File: src/rtl/mem_arbiter.sv
// mem_arbiter: CPU/debug arbiter for a shared 128x16 memory with a bounded lock.
// Define MEM_ARB_RR_EN for round-robin tie-breaks; the default build gives ties to the CPU.
module mem_arbiter #(
    parameter int ADDR_W   = 8,
    parameter int DATA_W   = 16,
    parameter int LOCK_MAX = 8
) (
    input  logic              clk,
    input  logic              rst_n,
    input  logic              c_req,
    input  logic              c_lock,
    input  logic              c_we,
    input  logic [ADDR_W-1:0] c_addr,
    input  logic [DATA_W-1:0] c_wdata,
    input  logic              d_req,
    input  logic              d_lock,
    input  logic              d_we,
    input  logic [ADDR_W-1:0] d_addr,
    input  logic [DATA_W-1:0] d_wdata,
    output logic              c_gnt,
    output logic              d_gnt,
    output logic              c_rvalid,
    output logic              d_rvalid,
    output logic [DATA_W-1:0] c_rdata,
    output logic [DATA_W-1:0] d_rdata,
    output logic              mem_we,
    output logic [ADDR_W-2:0] mem_addr,
    output logic [DATA_W-1:0] mem_wdata,
    input  logic [DATA_W-1:0] mem_rdata
);
    localparam logic [1:0] IDLE = 2'd0, OWN_C = 2'd1, OWN_D = 2'd2;
    localparam int CW = $clog2(LOCK_MAX + 1);
    localparam logic [CW-1:0] CNT_MAX = CW'(LOCK_MAX);

    logic [1:0]    state_q, state_d;
    logic [CW-1:0] cnt_q, cnt_d;
    logic          last_q, last_d;
    logic          c_rvalid_q, c_rvalid_d, d_rvalid_q, d_rvalid_d;
    logic          tie_c, arb_c, arb_d, at_max, g_c, g_d;
    logic          unused_ok;

`ifdef MEM_ARB_RR_EN
    assign tie_c = last_q;
`else
    assign tie_c = 1'b1;
`endif

    assign arb_c  = c_req & (~d_req | tie_c);
    assign arb_d  = d_req & ~arb_c;
    assign at_max = cnt_q == CNT_MAX;

    // An owner that stops requesting falls through to normal arbitration in the same cycle.
    always_comb begin
        state_d = IDLE;
        cnt_d   = '0;
        g_c     = 1'b0;
        g_d     = 1'b0;
        if (state_q == OWN_C && c_req) begin
            g_d     = at_max & d_req;
            g_c     = ~g_d;
            state_d = g_c & c_lock ? OWN_C : IDLE;
            cnt_d   = g_c & c_lock ? cnt_q + CW'(!at_max) : '0;
        end else if (state_q == OWN_D && d_req) begin
            g_c     = at_max & c_req;
            g_d     = ~g_c;
            state_d = g_d & d_lock ? OWN_D : IDLE;
            cnt_d   = g_d & d_lock ? cnt_q + CW'(!at_max) : '0;
        end else begin
            g_c     = arb_c;
            g_d     = arb_d;
            state_d = arb_c & c_lock ? OWN_C : arb_d & d_lock ? OWN_D : IDLE;
            cnt_d   = (arb_c & c_lock) | (arb_d & d_lock) ? CW'(1) : '0;
        end
    end

    assign c_gnt      = g_c & rst_n;
    assign d_gnt      = g_d & rst_n;
    assign last_d     = c_gnt ? 1'b0 : d_gnt ? 1'b1 : last_q;
    assign c_rvalid_d = c_gnt & ~c_we;
    assign d_rvalid_d = d_gnt & ~d_we;

    always_ff @(posedge clk) begin
        if (!rst_n) begin
            state_q    <= IDLE;
            cnt_q      <= '0;
            last_q     <= 1'b1;
            c_rvalid_q <= 1'b0;
            d_rvalid_q <= 1'b0;
        end else begin
            state_q    <= state_d;
            cnt_q      <= cnt_d;
            last_q     <= last_d;
            c_rvalid_q <= c_rvalid_d;
            d_rvalid_q <= d_rvalid_d;
        end
    end

    // Gating with rst_n drops a read that was in flight when reset arrived.
    assign c_rvalid  = c_rvalid_q & rst_n;
    assign d_rvalid  = d_rvalid_q & rst_n;
    assign c_rdata   = mem_rdata;
    assign d_rdata   = mem_rdata;
    assign mem_we    = (c_gnt & c_we) | (d_gnt & d_we);
    assign mem_addr  = c_gnt ? c_addr[ADDR_W-1:1] : d_gnt ? d_addr[ADDR_W-1:1] : '0;
    assign mem_wdata = c_gnt ? c_wdata : d_gnt ? d_wdata : '0;
    assign unused_ok = ^{c_addr[0], d_addr[0]};
endmodule

File: config.mk
export PLATFORM = sky130hd
export DESIGN_NAME = mem_arbiter
export DESIGN_NICKNAME = d
export VERILOG_FILES = /design/src/rtl/mem_arbiter.sv
export SDC_FILE = /design/constraint.sdc
export NUM_CORES = 1
export LEC_CHECK = 0
export CORE_ASPECT_RATIO = 0.75
export CORE_MARGIN = 2
export CORE_UTILIZATION = 25
export CTS_CLUSTER_DIAMETER = 50
export CTS_CLUSTER_SIZE = 14
export DETAILED_ROUTE_END_ITERATION = 16
export GPL_TIMING_DRIVEN = 0
export HOLD_SLACK_MARGIN = 0.15
export PLACE_DENSITY = 0.81
export SETUP_SLACK_MARGIN = 0.15
export SYNTH_ARGS = -nofsm -noshare
export SYNTH_HDL_FRONTEND = slang
export SYNTH_SLANG_ARGS = --single-unit
File: constraint.sdc
create_clock -name clk -period 2.24 [get_ports clk]
set_input_delay 0.448 -clock clk [delete_from_list [all_inputs] [get_ports clk]]
set_output_delay 0.448 -clock clk [all_outputs]
set_load 0.03 [all_outputs]
---- After elaboration in Yosys (flattened, before gate mapping) ----
Index checks and enable logic that the tools add are counted.
operators by class
  add/sub/neg operators ................... 1
  muxes and demuxes ....................... 19
  bitwise logic cells ..................... 22
  reductions and logical operators ........ 3
  eq/ne operators ......................... 3
operator list
  cell                                            number
  2-to-1 mux 16 bit                               2
  2-to-1 mux 4 bit                                4
  bitwise AND 1 bit                               15
  2-to-1 mux 7 bit                                2
  2-to-1 mux 2 bit                                5
  2-to-1 mux 1 bit                                6
  inverter 1 bit                                  5
  adder 4 x 1 -> 4 bit                            1
  == test 4 bit (second input constant)           1
  == test 2 x 1 -> 1 bit (second input constant)  1
  == test 2 bit (second input constant)           1
  logical AND 1 bit                               2
  OR 1 bit                                        2
  zero test 1 bit                                 1
storage, ports and cells
  input bits .............................. 72
  output and inout port bits .............. 60
  register bits ........................... 8
  logic and storage cells ................. 52

---- Longest topological paths before layout ----
  word-level depth ........................ 8
  depth in mapped cells ................... 6
  depth with buffers taken out ............ 6

---- Least setup slack after synthesis ----
Ideal clock, no wire load.
  kind .................................... register to output
  start ................................... reg cnt_q[0]
  end ..................................... out mem_wdata[10]
  slack ................................... 65 ps
  cell stages (with the launch flop) ...... 7
  data required time ...................... 1792 ps
  path buffers ............................ 1
  arrival time ............................ 1727 ps
  path through ............................ dfxtp_1 > nor4b_4 > inv_2 > or2_4 > a21oi_4 > buf_6 > a22o_1
on the way
  longest elaborated chain between the ends .. 8
  elaborated cells between the ends (all ways) .. 13
  classes of those cells .................. eq/ne: 1; mux: 6; bitwise: 6
RTL lines
  what                                 line  text
  start, declared                      36    logic [CW-1:0] cnt_q, cnt_d;
  start signal, assigned               91    cnt_q <= cnt_d;
  == test 4 bit (*)                    50    assign at_max = cnt_q == CNT_MAX;
  bitwise AND 1 bit                    64    g_c = at_max & c_req;
  inverter 1 bit                       65    g_d = ~g_c;
  2-to-1 mux 1 bit                     63    end else if (state_q == OWN_D && d_req) begin
  2-to-1 mux 1 bit (*)                 58    if (state_q == OWN_C && c_req) begin
  bitwise AND 1 bit (*)                77    assign d_gnt = g_d & rst_n;
  net d_gnt                            21    output logic d_gnt,
  2-to-1 mux 16 bit (*) (2 in series)  105   assign mem_wdata = c_gnt ? c_wdata : d_gnt ? d_wdata : '0;
  end, declared                        28    output logic [DATA_W-1:0] mem_wdata,
The timed path passes the listed nets; every way through them passes the cells marked *.

---- Final worst setup path ----
  start ................................... reg cnt_q[0]
  end ..................................... out mem_wdata[1]
on the way
  longest elaborated chain between the ends .. 8
  elaborated cells between the ends (all ways) .. 13
  classes of those cells .................. eq/ne: 1; mux: 6; bitwise: 6
RTL lines
  what                   line
  == test 4 bit (*)      50
  bitwise AND 1 bit      64
  inverter 1 bit         65
  2-to-1 mux 1 bit       63
  2-to-1 mux 1 bit       58
  bitwise AND 1 bit      77
  2-to-1 mux 16 bit      105
  2-to-1 mux 16 bit (*)  105
Every way passes the cells marked *; elsewhere a longest branch is shown, timed or not.

==> results.txt <==
The run finished, with violations left. The checks that failed: setup timing. The minimum setup slack in the final design is -0.156 ns. The synthesized net count is 184. The number of antenna violations at the first check in global routing is 0.

The number of clock sinks came out at 8. Across all hold checks on the routed design, the worst slack comes to between 0.5 and 0.6 ns. The number of endpoints with negative hold slack in the final report is 0.

The synthesized flop and latch total is 8. The detailed-route via count is 1315. The via count of the first global-routing pass is 1304. The weighted congestion at the end of routability-driven global placement is approximately 0.8.

The startpoint identified for the worst register-to-register timing path is cnt_q[0]. The first detailed-routing pass took 4 iterations. For the pin with the worst max-slew slack, the measured transition is 0.322 ns. For this block, the routed nets add up to roughly 4600 um of wire. TritonCTS built the clock tree. The layout cell share with drive strength beyond 1 came out at 46.1%. The number of vias per cell after detailed routing is 4.46. The HPWL reported at the end of detailed placement came out at approximately 3200 um. The number of cell rows is 19. The leakage power of the design is around 0.0012 uW. Measured along the y axis, the die boundary spans roughly 58 um. Setup repair after global routing could not meet its margin everywhere.

The clock insertion delay at the later pin of the skew report is 0.24 ns. The repair_antennas step left the layout with diodes totalling 0. The async set-reset flop share out of synthesis is 0%. In this run the count of I/O pins placed on the die edge is 132. The net total in the final layout came out at around 320.

The finished layout holds 295 standard cells, fillers aside. The min-delay analysis places its worst path in the category flip-flop to flip-flop. The die covers 4360 um^2.

Of all cell types, the one taking the most synthesized area is sky130_fd_sc_hd__buf_4. The post-detailed-route DRC marker count came out at 0. For this run, the register share of the synthesized area comes to between 15 and 20%.

The count of max-cap constraint violations is 0. The cell sitting at the root of the clock tree is a sky130_fd_sc_hd__clkbuf_8. The endpoint arrival time on the critical path came out at 1.95 ns. Once detail routing completed, the nets flagged for antenna violations numbered 0. CTS built an H-tree with a depth of 1. The critical path start-end classification is flip-flop to output port. The peak fanout along the critical path came out at 5. The core box area is between 3000 and 4000 um^2. The total global-route track usage came out at 19.4%. Yosys attributes the largest share of cell area to sky130_fd_sc_hd__buf_4 25%, sky130_fd_sc_hd__a22o_1 23%, sky130_fd_sc_hd__dfxtp_1 17%. The leftover overflow at the end of global routing is 0. Synthesis instantiated 31 different standard cells from the library. VDD sags by at most 0.233 mV.

The power density relative to cell area is roughly 330 nW/um^2. The post-layout minimum cycle time came out at 2.40 ns. The required time of the critical path is roughly 1.8 ns. The period utilization came out at 107%. The per-cell routed wire length is between 15 and 20 um. The pin count of the biggest net entering global routing is 10. The die width is 75.5 um. Buffers placed on the I/O ports in this run total 112. By count the netlist is led by 32 x sky130_fd_sc_hd__buf_4, 25 x sky130_fd_sc_hd__a22o_1, 8 x sky130_fd_sc_hd__dfxtp_1. The initial utilization of the core area, before any placement, comes to 26.2%. The most critical setup path has its startpoint at cnt_q[0]. The area growth from synthesis to final layout is 171%. Headroom to the max-slew limit came out at 78.5%. The max-slew violation count came to 0. Clock tree synthesis inserted a total of 3 buffers. For this design, the CTS-stage hold fixing added 0 buffers.

Derived from the worst setup path, the maximum achievable clock frequency is 417 MHz. The first-pass GRT wire length came out at 6330 um. The clock transition time at the flip-flop clock pins of the worst setup and hold paths is 0.04 ns. The clock arrives with 0.00324 ns of skew. The count of flip-flops with a built-in enable after synthesis is 0. Counting along the longest clock path gives a buffer depth of 2. The worst register-to-register path has a depth of 8.

The cell count after synthesis came out at 110. In the synthesized netlist the dominant register cell turns out to be sky130_fd_sc_hd__dfxtp_1. The start point of the worst hold path is cnt_q[3]. The count of final setup violators is 26.

The critical path ends at mem_wdata[1]. Summed over its instances, the top area cell type makes up between 20 and 30% of the synthesized netlist area. The nature of the critical path endpoint is an output port. The worst setup path is launched from a flip-flop. A synthesized cell averages 8.72 um^2.

Yosys instantiated no cell more often than sky130_fd_sc_hd__buf_4. The capturing point of the worst reg2reg path is d_rvalid_q. The netlist area before placement is 960 um^2. For this run, the number of Yosys warnings is 0.

The setup slack of the most critical reg-to-reg path is 0.51 ns. The number of DRC markers after the initial detailed-route iteration came out at 45. The number of placed cells counting well taps came out at 274.
[report_power, final]
part	switching, uW	internal [uW]	total [uW]
Combinational	235	304	539
Sequential	3.02	146	149
Clock	64.9	117	182
Total	303	567	870
[placed cells by master (no fill, tap or decap), drive strengths merged, types with 2 or more instances in the layout]
cell type      instances
nor2                   5
clkbuf                 4
a21oi                  3
dfxtp                  8
nand2                  5
a22o                  25
ha                     2
dlygate4sd2            2
nand3b                 2
o21ai                  3
clkdlybuf4s50         84
buf                   80
and2                   4
[worst max-delay path, stage by stage (launching register included)]
cell and delay, ns:
sky130_fd_sc_hd__dfxtp_2 0.33, sky130_fd_sc_hd__nor4b_4 0.30, sky130_fd_sc_hd__inv_2 0.11, sky130_fd_sc_hd__or2_4 0.25
sky130_fd_sc_hd__a21oi_4 0.19, sky130_fd_sc_hd__buf_6 0.15, sky130_fd_sc_hd__buf_6 0.13, sky130_fd_sc_hd__a22o_4 0.13
sky130_fd_sc_hd__buf_6 0.12
[cell type report]
class / count / area (um^2)
repair buffers: 130 / 1360
fillers: 257 / 1060
multi-input cells: 64 / 668
plain buffers: 37 / 302
flip-flops and latches: 8 / 166
well taps: 52 / 65.1
clock buffers: 3 / 41.3
inverters: 1 / 3.75
[timing repair]
item                                    in CTS  in global routing
resized for setup                          209                 10
endpoints found under the setup margin      26                 28
buffers inserted                            12                  2
gates cloned                                 4                  0
pin swaps                                   12                 13
[worst min-delay path by stage]
stage | end | cells after the start
after floorplan | cnt_q[3] | 2
after global placement | cnt_q[3] | 2
after detailed placement | cnt_q[3] | 2
after CTS | cnt_q[3] | 2
after global routing | state_q[1] | 3
final | cnt_q[3] | 2
[kinds of logic (layout without fill, tap and decap cells)]
family	after synthesis	count (layout)	share of synthesized area, %
buffers and inverters	38	171	30.5
XOR/XNOR	2	2	1.83
multiplexers	1	1	1.04
AO/OA/AOI/OAI	34	34	30.6
flip-flops	8	8	16.7
AND/OR/NAND/NOR	25	25	16.7
adder cells (fa/ha/maj)	2	2	2.61
[routing by layer]
metal	share of wire, %	global-route usage [%]
met1	33	19.0
met2	55	37.3
met3	10	7.65
met4	1.7	5.01
met5	0	0
[state kept, by name, summed over array words and instances, names as in the netlist]
register,count
c_rvalid_q,1
cnt_q,4
d_rvalid_q,1
state_q,2
[through the flow]
step	cell area (um^2)	total power, uW	setup slack (ns)	setup TNS (ns)	utilization, %
after floorplan	1020	397	0.119	0	-
after detailed placement	2210	617	-0.760	-18.35	60.3
after global routing	2600	907	-0.230	-5.04	71.1
final	2600	870	-0.156	-3.15	71.1
after CTS	2550	861	-0.180	-3.80	69.5
after global placement	2210	613	-0.759	-18.29	60.3
No activity file was read; power rests on OpenSTA's default activity.
==> RTL change 1, RTL diff (config.mk and constraints unchanged) <==
Set the parameter `DATA_W` to 32 (it was 16).
--- a/src/rtl/mem_arbiter.sv
+++ b/src/rtl/mem_arbiter.sv
@@ -2,7 +2,7 @@
 // Define MEM_ARB_RR_EN for round-robin tie-breaks; the default build gives ties to the CPU.
 module mem_arbiter #(
     parameter int ADDR_W   = 8,
-    parameter int DATA_W   = 16,
+    parameter int DATA_W   = 32,
     parameter int LOCK_MAX = 8
 ) (
     input  logic              clk,
Interface: changed (6 resized); port bits go from 132 to 228. The function was not compared with the original's and may differ.
==> RTL change 1 against the unedited design <==
The run still ends with setup timing left. Worst setup slack got worse by 0.087 ns. Sequential cell count unchanged. Via count increased by 47%. Design area increased by 49%. Routed wire length increased by 48%. Critical endpoint is now mem_wdata[9]. First-iteration DRC count increased by 71%. Synthesized area increased by 41%. Highest routed layer unchanged. Power increased by 39%. Synthesized cell count increased by 47%. Global-route usage decreased by 0.60 points. Sequential share of layout area decreased by 2.2 points. Largest cell class unchanged.
==> RTL change 1: results (changes against the unedited design) <==
status=complete, but fails checks (unchanged); failing checks=setup timing (unchanged); later-pin clock latency in the skew report=0.24 ns (about the same); met2 wire length=3795 µm (was 2533 µm); post-synthesis sequential area ratio=11.80% (was 16.69%); vias in the first global route=1,737 (was 1,304); H-tree Lvls=1 (unchanged); All-Layer GR Usage=18.78% (was 19.38%); Pleak=1.749 nW (was 1.168 nW); pre-CTS setup slack=-0.9481 ns (was -0.7604 ns); share of post-route cells with drive strength above 1=47.68% (was 46.09%); Netlist cell types=30 (was 31); Via density=4.362 (was 4.458); Worst VDD drop=177.6 µV (was 233.0 µV); Synth top cells by count=buf_4, a22o_1, dfxtp_1 (unchanged); # fillers=377 (was 257); HPWL Detailed=5612 µm (was 3199 µm); first-pass GRT wire length=8597 µm (was 6327 µm); Port Buf Inserts=192 (was 112); crit-path max FO=10 (was 5); routed metal-1 wirelength=2398 µm (was 1534 µm); WL/cell=15.44 µm (was 15.61 µm); setup ws final=-0.2436 ns (was -0.1563 ns); WP data arrival=2.04 ns (was 1.95 ns); largest net degree at the start of global routing=11 (was 10); Syn Nets=284 (was 184); setup violators final=41 (was 26); Area contributors post-synth=buf_4, a22o_1, dfxtp_1 (unchanged); Layout Nets=491 (was 319); Met3 Routed Length=562 µm (was 461 µm); Placer Congestion=0.7846 (was 0.8029); Fin Clk Skew=0.007528 ns (was 0.003236 ns); relative slew slack=77.93% (was 78.48%)
-- RTL change 1: cell types whose count changed after synthesis, sizes merged --
cell  unedited run  this run
buf             36        72
a22o            25        41
-- RTL change 1: cell families after synthesis --
kind of cell    share of synthesized area, %
compound gates                         31.98
mux                                   0.7374
flops                                  11.80
fa+ha+maj                              1.843
buf+inv                                40.74
xor+xnor                               1.291
simple gates                           11.61
-- RTL change 1: worst paths after layout --
path | startpoint | to | slack [ns] | cells after the start
max | cnt_q[0]$_SDFF_PN0_ | mem_wdata[9] | -0.24 | 8
min | cnt_q[3]$_SDFF_PN0_ | cnt_q[3]$_SDFF_PN0_ | 0.51 | 2
max reg2reg | cnt_q[0]$_SDFF_PN0_ | d_rvalid_q$_SDFF_PN0_ | 0.47 | 8
min reg2reg | cnt_q[3]$_SDFF_PN0_ | cnt_q[3]$_SDFF_PN0_ | 0.51 | 2
-- RTL change 1: final cells by class --
class,instances,share of cell area (%)
Multi-Input combinational cell,80,23.15
Inverter,1,0.09659
Timing Repair Buffer,202,53.70
Sequential cell,8,4.185
Tap cell,75,2.415
Buffer,73,15.39
Clock buffer,3,1.062
-- RTL change 1: timing repair --
| action | 4_1_cts | 5_1_grt |
|---|---|---|
| endpoints found under the setup margin | 42 | 44 |
| pin swaps | 3 | 3 |
| setup buffers | 7 | 2 |
| gates cloned | 1 | 0 |
| resized for setup | 323 | 16 |
-- RTL change 1: tightest hold or removal path, delay by kind of cell, from the launching register on --
family / cells / cell delay (ns)
AND/OR/NAND/NOR: 1 / 0.07
XOR/XNOR: 1 / 0.07
flip-flops: 1 / 0.34
-- RTL change 1: through the flow --
stage | setup TNS [ns] | std cells | area, µm² | hold slack, ns | utilization (%)
floorplan | 0 | 162 | 1445 | 0.4803 | -
global placement | -36.89 | 429 | 3461 | 0.4950 | 65.36
detailed placement | -37.75 | 429 | 3461 | 0.5115 | 65.36
CTS | -7.612 | 440 | 3774 | 0.5203 | 71.27
global route | -11.36 | 442 | 3886 | 0.5605 | 73.39
finish | -8.682 | 442 | 3886 | 0.5145 | 73.39
-- RTL change 1: power by group --
| group | switching [mW] | leakage [nW] | internal, mW | total, mW |
|---|---|---|---|---|
| logic | 0.389 | 1.66 | 0.491 | 0.880 |
| registers | 0.00316 | 0.0660 | 0.147 | 0.151 |
| clock network | 0.0619 | 0.0216 | 0.117 | 0.179 |
| total | 0.454 | 1.75 | 0.755 | 1.21 |
-- RTL change 1: per-layer routing --
metal	vias up	GRT usage (%)
li1	935	-
met1	897	21.66
met2	90	34.26
met3	6	5.187
met4	0	5.037
met5	-	0
==> RTL change 2, RTL diff (same flow settings) <==
Without the edit above. Reset style: asynchronous (`rst_n`), changed in one clocked block.
--- a/src/rtl/mem_arbiter.sv
+++ b/src/rtl/mem_arbiter.sv
@@ -79,7 +79,7 @@
     assign c_rvalid_d = c_gnt & ~c_we;
     assign d_rvalid_d = d_gnt & ~d_we;
 
-    always_ff @(posedge clk) begin
+    always_ff @(posedge clk or negedge rst_n) begin
         if (!rst_n) begin
             state_q    <= IDLE;
             cnt_q      <= '0;
Function: same outputs for any inputs over 10 cycles, from zero or initial values and one cycle with rst_n low; that may be too few to reach the edited logic, so the function may still have changed.
==> RTL change 2 against the unedited design <==
The run still ends with setup timing left. Sequential power is 3% higher. Clock skew is 0.0021 ns lower. Largest power group unchanged. Power is 4.1% lower. Synthesized area is 0.52% higher. Fmax is 4.1% lower. Design area is 7.9% lower. Critical path type unchanged. Sequential cell count stayed put. Critical endpoint is now mem_wdata[12]. Routed wire length is 19% lower. Worst setup slack worse by 0.10 ns.
==> RTL change 2: results (changes against the unedited design) <==
Worst VDD drop=202.1 µV (was 233.0 µV); Netlist cell types=28 (was 31); Layout Nets=307 (was 319); Post-synth ARST share=100.0% (was 0%); WP data arrival=2.05 ns (was 1.95 ns); All-Layer GR Usage=16.31% (was 19.38%); Worst path max stage delay=0.40 ns (was 0.33 ns); first-pass GRT wire length=5492 µm (was 6327 µm); 1st-iter DRT viols=11 (was 45); Synth top cells by count=buf_4, a22o_1, dfrtp_1 (was buf_4, a22o_1, dfxtp_1); top_reg_cell synth=dfrtp_1 (was dfxtp_1); Pleak=1.096 nW (was 1.168 nW); setup violators final=25 (was 26); post-synthesis sequential area ratio=20.75% (was 16.69%); CP delay by family, top=buffers and inverters (was simple AND/OR/NAND/NOR gates); status=complete, but fails checks (unchanged); Area contributors post-synth=buf_4, a22o_1, dfrtp_1 (was buf_4, a22o_1, dfxtp_1); HPWL Detailed=3069 µm (was 3199 µm); failing checks=setup timing (unchanged); setup ws final=-0.2584 ns (was -0.1563 ns); routed wire length=3737 µm (was 4606 µm); share of post-route cells with drive strength above 1=46.75% (was 46.09%); Max stage delay cell, worst path=dfrtp_1 (was dfxtp_2); pre-CTS setup slack=-1.072 ns (was -0.7604 ns); Fin Clk Skew=0.001126 ns (was 0.003236 ns); Placer Congestion=0.8156 (was 0.8029); largest net degree at the start of global routing=13 (was 10); Syn Nets=181 (was 184); relative slew slack=73.70% (was 78.48%); via count=1,228 (was 1,315); worst hold path type=input pin to async pin (was flop to flop); crit-path max FO=10 (was 5)
==> RTL change 2: cell type report <==
type                            count  area (µm²)
Tap cell                           52       65.06
Multi-Input combinational cell     61       585.6
Timing Repair Buffer              121        1202
Inverter                            1       3.754
Buffer                             37       297.8
Sequential cell                     8       200.2
Fill cell                         320        1289
Clock buffer                        3       41.29
==> RTL change 2: per-stage QoR <==
step | TNS, ns | cells | cell area, µm²
finish | -5.745 | 283 | 2396
global route | -8.468 | 283 | 2396
CTS | -6.329 | 281 | 2379
detailed placement | -26.05 | 271 | 2247
global placement | -25.27 | 271 | 2247
floorplan | 0 | 107 | 1061
==> RTL change 2: what timing repair did <==
item | CTS | global route
resized for setup | 183 | 1
gates cloned | 1 | 0
setup endpoints to repair | 28 | 26
hold buffers | 0 | 0
pin swaps | 3 | 3
buffers inserted | 6 | 2
==> RTL change 2: final timing paths <==
kind | depth (start not counted) | slack (ns) | endpoint | startpoint
min | 1 | 0.18 | cnt_q[0]$_DFF_PN0_ | rst_n
max reg2reg | 7 | 0.51 | d_rvalid_q$_DFF_PN0_ | cnt_q[0]$_DFF_PN0_
min in group clk | 2 | 0.56 | cnt_q[3]$_DFF_PN0_ | cnt_q[3]$_DFF_PN0_
max in group asynchronous | 1 | 1.85 | c_rvalid_q$_DFF_PN0_ | rst_n
max | 7 | -0.26 | mem_wdata[12] | cnt_q[0]$_DFF_PN0_
min reg2reg | 2 | 0.56 | cnt_q[3]$_DFF_PN0_ | cnt_q[3]$_DFF_PN0_
==> RTL change 2: power breakdown <==
group	switching (mW)	total, mW	leakage [nW]	internal [mW]
Sequential	0.00380	0.154	0.108	0.150
Clock	0.0630	0.180	0.0216	0.117
Combinational	0.224	0.500	0.967	0.276
Total	0.291	0.834	1.10	0.543
==> RTL change 2: worst reg2reg max path, delay by kind of cell, from the launching register on <==
kind,cells,cell delay (ns)
buf+inv,3,0.39
flops,1,0.40
compound gates,1,0.18
simple gates,3,0.70
==> RTL change 2: per-layer routing <==
metal	vias up	share of wire, %	track usage (%)
met5	-	0	0
met3	4	9.4	4.522
li1	606	-	-
met2	60	53	31.18
met1	558	36	18.16
met4	0	0.78	2.256
==> RTL change 2: kinds of logic (layout without fill, tap and decap cells) <==
family / Yosys count / after routing / synth area share, %
simple gates: 24 / 24 / 15.31
mux: 1 / 1 / 1.038
compound gates: 32 / 32 / 29.44
flops: 8 / 8 / 20.75
xor+xnor: 2 / 2 / 1.816
fa+ha+maj: 2 / 2 / 2.594
buf+inv: 38 / 162 / 29.05
